**src/rtl/rocc_cmd_queue.sv**
```systemverilog
// RoCC command queue: a DEPTH-entry FIFO between the core cmd port and the accelerator.
// It also caps the number of issued xd=1 commands whose responses have not yet returned.
module rocc_cmd_queue #(
    parameter int xLen            = 64,
    parameter int DEPTH           = 4,
    parameter int MAX_OUTSTANDING = 3
) (
    input  logic                         clock,
    input  logic                         reset_n,
    input  logic                         in_cmd_valid,
    output logic                         in_cmd_ready,
    input  logic [6:0]                   in_cmd_funct,
    input  logic [4:0]                   in_cmd_rd,
    input  logic                         in_cmd_xd,
    input  logic [xLen-1:0]              in_cmd_rs1,
    input  logic [xLen-1:0]              in_cmd_rs2,
    output logic                         out_cmd_valid,
    input  logic                         out_cmd_ready,
    output logic [6:0]                   out_cmd_funct,
    output logic [4:0]                   out_cmd_rd,
    output logic                         out_cmd_xd,
    output logic [xLen-1:0]              out_cmd_rs1,
    output logic [xLen-1:0]              out_cmd_rs2,
    input  logic                         resp_fire,
    output logic                         rocc_busy,
    output logic [$clog2(DEPTH+1)-1:0]   count
);

    localparam int AW = $clog2(DEPTH);
    localparam int CW = $clog2(DEPTH + 1);
    localparam int PW = $clog2(MAX_OUTSTANDING + 1);

    typedef struct packed {
        logic [6:0]      funct;
        logic [4:0]      rd;
        logic            xd;
        logic [xLen-1:0] rs1;
        logic [xLen-1:0] rs2;
    } entry_t;

    entry_t          r_mem [DEPTH];
    logic [AW-1:0]   r_wr_ptr;
    logic [AW-1:0]   r_rd_ptr;
    logic [CW-1:0]   r_count;
    logic [PW-1:0]   r_pending;

    entry_t          w_head;
    logic            w_full;
    logic            w_empty;
    logic            w_stall;
    logic            w_in_fire;
    logic            w_out_fire;
    logic            w_issue_xd;

    assign w_head     = r_mem[r_rd_ptr];
    assign w_full     = (r_count == CW'(DEPTH));
    assign w_empty    = (r_count == '0);
    // An xd=1 head waits for a response slot; xd=0 heads never do.
    assign w_stall    = w_head.xd && (r_pending == PW'(MAX_OUTSTANDING));
    assign w_in_fire  = in_cmd_valid && !w_full;
    assign w_out_fire = out_cmd_valid && out_cmd_ready;
    assign w_issue_xd = w_out_fire && w_head.xd;

    assign in_cmd_ready  = !w_full;
    assign out_cmd_valid = !w_empty && !w_stall;
    assign out_cmd_funct = w_head.funct;
    assign out_cmd_rd    = w_head.rd;
    assign out_cmd_xd    = w_head.xd;
    assign out_cmd_rs1   = w_head.rs1;
    assign out_cmd_rs2   = w_head.rs2;
    assign rocc_busy     = !w_empty || (r_pending != '0);
    assign count         = r_count;

    // NOTE: the data array has no reset; occupancy is tracked by r_count, so stale entries are never presented as valid.
    always_ff @(posedge clock) begin
        if (w_in_fire) begin
            r_mem[r_wr_ptr] <= {in_cmd_funct, in_cmd_rd, in_cmd_xd, in_cmd_rs1, in_cmd_rs2};
        end
    end

    // NOTE: all state updates use non-blocking assignments so every register samples pre-edge values.
    always_ff @(posedge clock) begin
        if (!reset_n) begin
            r_wr_ptr  <= '0;
            r_rd_ptr  <= '0;
            r_count   <= '0;
            r_pending <= '0;
        end else begin
            if (w_in_fire) begin
                r_wr_ptr <= r_wr_ptr + AW'(1);
            end
            if (w_out_fire) begin
                r_rd_ptr <= r_rd_ptr + AW'(1);
            end

            case ({w_in_fire, w_out_fire})
                2'b10:   r_count <= r_count + CW'(1);
                2'b01:   r_count <= r_count - CW'(1);
                default: r_count <= r_count;
            endcase

            // A response with nothing owed is dropped rather than wrapping the counter.
            case ({w_issue_xd, resp_fire})
                2'b10:   r_pending <= r_pending + PW'(1);
                2'b01:   r_pending <= (r_pending != '0) ? r_pending - PW'(1) : r_pending;
                default: r_pending <= r_pending;
            endcase
        end
    end

    always_ff @(posedge clock) begin
        if (reset_n && resp_fire) begin
            assert (r_pending != '0)
                else $error("rocc_cmd_queue: resp_fire with no response outstanding");
        end
    end

endmodule

```
**config.mk**
```make
export PLATFORM = sky130hd
export DESIGN_NAME = rocc_cmd_queue
export DESIGN_NICKNAME = d
export VERILOG_FILES = /design/src/rtl/rocc_cmd_queue.sv
export SDC_FILE = /design/constraint.sdc
export NUM_CORES = 1
export LEC_CHECK = 0
export ABC_AREA = 1
export CORE_MARGIN = 4
export CORE_UTILIZATION = 40
export CTS_BUF_LIST = sky130_fd_sc_hd__clkbuf_8
export DETAILED_ROUTE_END_ITERATION = 12
export GPL_TIMING_DRIVEN = 1
export HOLD_SLACK_MARGIN = 0.02
export PLACE_DENSITY_LB_ADDON = 0.15
export REMOVE_ABC_BUFFERS = 1
export SETUP_SLACK_MARGIN = 0.15
export SLEW_MARGIN = 20
export SYNTH_ARGS = -nofsm -noshare
export SYNTH_HDL_FRONTEND = slang
export SYNTH_SLANG_ARGS = --single-unit
```
**constraint.sdc**
```tcl
create_clock -name clock -period 15.4 [get_ports clock]
set_input_delay 3.08 -clock clock [delete_from_list [all_inputs] [get_ports clock]]
set_output_delay 3.08 -clock clock [all_outputs]
set_load 0.005 [all_outputs]
```
== Word-level counts from Yosys, hierarchy flattened ==
Memory sizes are Yosys's and may differ from the RTL's. A register that Yosys moved wholly into a read port is not among the register bits.
Index checks and enable logic that the tools add are counted.
Word-level totals
  memories kept: 1
  output and inout port bits: 147
  memory bits (read-only): 0
  word-level logic and storage cells: 39
  memory bits (writable): 564
  bits in latches: 0
  register bits after elaboration: 9
Cells by class
  bitwise gates (word level): 0
  equal/unequal tests: 7
  shift operators: 0
  magnitude comparators: 0
  multipliers: 0
  reduce and logical (&&, ||, !) cells: 14
  muxes and demuxes: 7
  div/mod/pow operators: 0
  add/sub/neg operators: 6
Memories
  r_mem: words 4, width 141, read ports 1, clocked after Yosys merged registers in 1, write ports 1, line 41  | entry_t r_mem [DEPTH];
Operator list (count)
  2-bit by 1-bit adder with 2-bit output (second input constant): 3
  2-bit equality test (second input constant): 3
  2-bit 2-to-1 mux: 3
  3-bit case mux with 2 select lines: 1
  2-bit nonzero test: 3
  1-bit logical AND: 5
  2-bit by 1-bit equality test with 1-bit output (second input constant): 2
  2-bit case mux with 2 select lines: 1
  3-bit by 1-bit adder with 3-bit output (second input constant): 1
  3-bit equality test (second input constant): 1
  1-bit zero test: 3
  3-bit zero test: 1
  3-bit by 1-bit subtractor with 3-bit output (second input constant): 1
  1-bit 2-to-1 mux: 2
  2-bit != test (second input constant): 1
  2-bit AND reduction: 1
  2-bit by 1-bit subtractor with 2-bit output (second input constant): 1
  1-bit logical OR: 1

== Longest topological paths before layout ==
  depth in word-level cells: 9
  gate-level depth with buffers: 13

== Worst setup path after synthesis ==
No wires, ideal clock.
  path type: input -> register
  start point: input in_cmd_valid
  end point: memory r_mem[0][0] (netlist name), enable pin
  path buffers: 0
  library setup time: 0.644 ns
  path slack: 5.632 ns
  arrival: 9.124 ns
  data required time: 14.756 ns
  stages on the path: 2
  path through: nand2_1 -> nor2_1
On the way
  cells in the longest elaborated chain, start to end: 3
RTL lines
  from (decl): line 10  | input logic in_cmd_valid,
  1-bit logical AND: line 60  | assign w_in_fire = in_cmd_valid && !w_full;
  1-bit 2-to-1 mux: line 76  | if (w_in_fire) begin
  1-bit 2-to-1 mux (implied by the code): line 77  | r_mem[r_wr_ptr] <= {in_cmd_funct, in_cmd_rd, in_cmd_xd, in_cmd_rs1, in_cmd_rs2};
  to (decl): line 41
No other way between the ends.

==> impl_metrics.ini <==
[setup_path]
r2r-end = count[2]
cp-end-kind = output port
critPathArrivalTime_ns = 4.13
reg2reg_setup_slack_ns = 12.22
r2r.worst_path.cells = 11
worstPathRequired_ns = 12.32
critPathMaxFanout = 183
criticalPathCategory = register to output port
startpoint_type = register

[power_and_ir_drop]
leakagePower_nw = 8.906
ir_drop_mv = 0.09121
power_density_nw_per_um2 = 160.6

[floorplan]
row_count = 84
die_y_um = 238.9
die_x_um = 238.9
die-area_um2 = 57060
start_util_pct = 40.49
ios = 293
placeableCoreArea_um2 = 52660

[placed_design]
gp_congestion = 0.7155
port_buffers = 292
place_area_um2 = 24890
dp_hpwl_um = 27410

[sta]
hold_violations = 0
rsz0062_at_grt = no
slew_headroom_pct = 30.11
final.setup.tns_ns = 0
setup_viol = 0
worstMarginPinSlew_ns = 1.048
finalClockSkew_ns = 0.01534
min_period_ns = 7.214
finalMaxSlewViolations = 0
min_period_over_period_pct = 46.84
fmaxAchievable_ghz = 0.1386

[detailed_routing]
drc = 0
ant_nets = 0
dr.pass1.iters = 5
viasPerCell = 5.095
wl_um = 50560
vias = 12940
drt-initial-drc-count = 766
wl_per_cell_um = 19.91

[status]
status = completed

[global_routing]
grt_overflow = 0
grt_max_degree = 184
grt_usage_pct = 17.29
antenna_found_initial = 6
grt_pass1_vias = 12970
grt_pass1_wl_um = 76110

[synth]
seq_area_frac_synth_pct = 80.47
ys_ff_latch = 575
ys_types = 20
yosys_warnings = 0
syn_inst = 1461
netlist_area_um2 = 21320
syn_area_per_cell_um2 = 14.59

[min_path]
hold_end = r_rd_ptr[0]
hp-start = r_rd_ptr[0]
hp-class = register to register
hold_depth = 2

[cts]
cts_buffers = 95
cts_htree_levels = 3
clk_latency_ns = 0.65
clkSinkCount = 575
post_cts_buffers = 0
path_clk_slew_ns = 0.06
cts_tree = done
postCtsResizedCells = 0
ctsHoldBuffers = 0
clockBufferDepth = 3
cts_root_buffer = clkbuf_8

[cells_and_area]
post-route-util_pct = 50.46
layout_commonest_cell = edfxtp_1
final_cell_mix = edfxtp_1, clkdlybuf4s50_1, nor2_1, o21ai_0, o22ai_1
drive_gt1_share_pct = 7.788
area_growth_pct = 24.63
fin_area_um2 = 26570
fin_nets = 1925

[flow_run]
cap_violations = 0
-- cell usage after synthesis --
cell      instances  share of area (%)
ha_1              4               0.23
fa_1              1              0.094
nand3_1           9               0.21
nand3_2           2              0.094
buf_2            20               0.47
nor2_1          294                5.2
o21ai_1           2              0.047
dfxtp_1          11                1.0
buf_6             1              0.053
edfxtp_1        564                 79
clkbuf_1         71                1.3
inv_2             3              0.053
nand2_2           2              0.059
o21ai_0         282                6.6
nand4_1           3              0.088
nand2_1          19               0.33
o22ai_1         140                4.1
buf_4             1              0.035
inv_1            25               0.44
a21oi_1           7               0.16
-- where the power goes --
part	leakage (nW)	switching [mW]	total, mW	internal, mW
Sequential	5.26	0.0705	1.99	1.92
Clock	0.990	0.574	1.17	0.597
Combinational	2.65	0.607	1.11	0.502
-- stage by stage --
| stage | total power [mW] | instances | worst slack (ns) | hold WS [ns] |
|---|---|---|---|---|
| 6_report | 4.266 | 2540 | 8.186 | 0.4706 |
| 2_1_floorplan | 2.526 | 1368 | 1.376 | 0.4440 |
| 3_5_place_dp | 3.155 | 2365 | 8.777 | 0.4576 |
| 5_1_grt | 4.516 | 2538 | 7.770 | 0.4969 |
| 3_3_place_gp | 3.145 | 2365 | 8.844 | 0.4487 |
| 4_1_cts | 4.345 | 2537 | 8.027 | 0.4749 |
-- flip-flops by register name (all words and copies together), names as in the netlist, named ones only --
signal,flops
r_rd_ptr,2
r_wr_ptr,2
r_pending,2
count,3
r_mem,564
-- cell families after synthesis --
logic type      share of synthesized area [%]
simple gates                            5.962
fa+ha+maj                              0.3287
buf+inv                                 2.301
compound gates                          10.94
flops                                   80.47
-- worst max path at each step --
| stage | startpoint | to | slack, ns | depth (start not counted) |
|---|---|---|---|---|
| global placement | register | out_cmd_rs1[4] | 8.84 | 5 |
| floorplan | register | out_cmd_valid | 1.38 | 7 |
| finish | register | out_cmd_rs1[6] | 8.19 | 5 |
| detailed placement | register | out_cmd_rs2[13] | 8.78 | 5 |
| CTS | register | out_cmd_rs2[13] | 8.03 | 5 |
| global route | register | out_cmd_rs2[13] | 7.77 | 5 |
-- worst max-delay path: stages, from the launching register on --
cell             delay [ns]
dfxtp_4                0.63
inv_8                  0.82
buf_4                  0.91
o21ai_0                0.19
o22ai_1                0.24
clkdlybuf4s50_1        0.57
-- final cells by class --
class	instances	area, um2
clock inverters	72	294.0
multi-input cells	765	3704
flip-flops and latches	575	17160
well taps	688	860.8
diodes	3	7.507
clock buffers	100	1376
repair buffers	309	3050
fillers	4542	26080
inverters	28	115.1
-- routing by layer --
metal | track usage (%) | vias to the layer above | wire length, um | part of all wire [%]
met4 | 4.749 | 8 | 1001 | 2.0
met2 | 28.58 | 303 | 24850 | 49
li1 | - | 6143 | - | -
met1 | 22.16 | 6399 | 21240 | 42
met3 | 5.561 | 88 | 3406 | 6.7
met5 | 0 | - | 53 | 0.10
No activity file was read; power rests on OpenSTA's default activity.
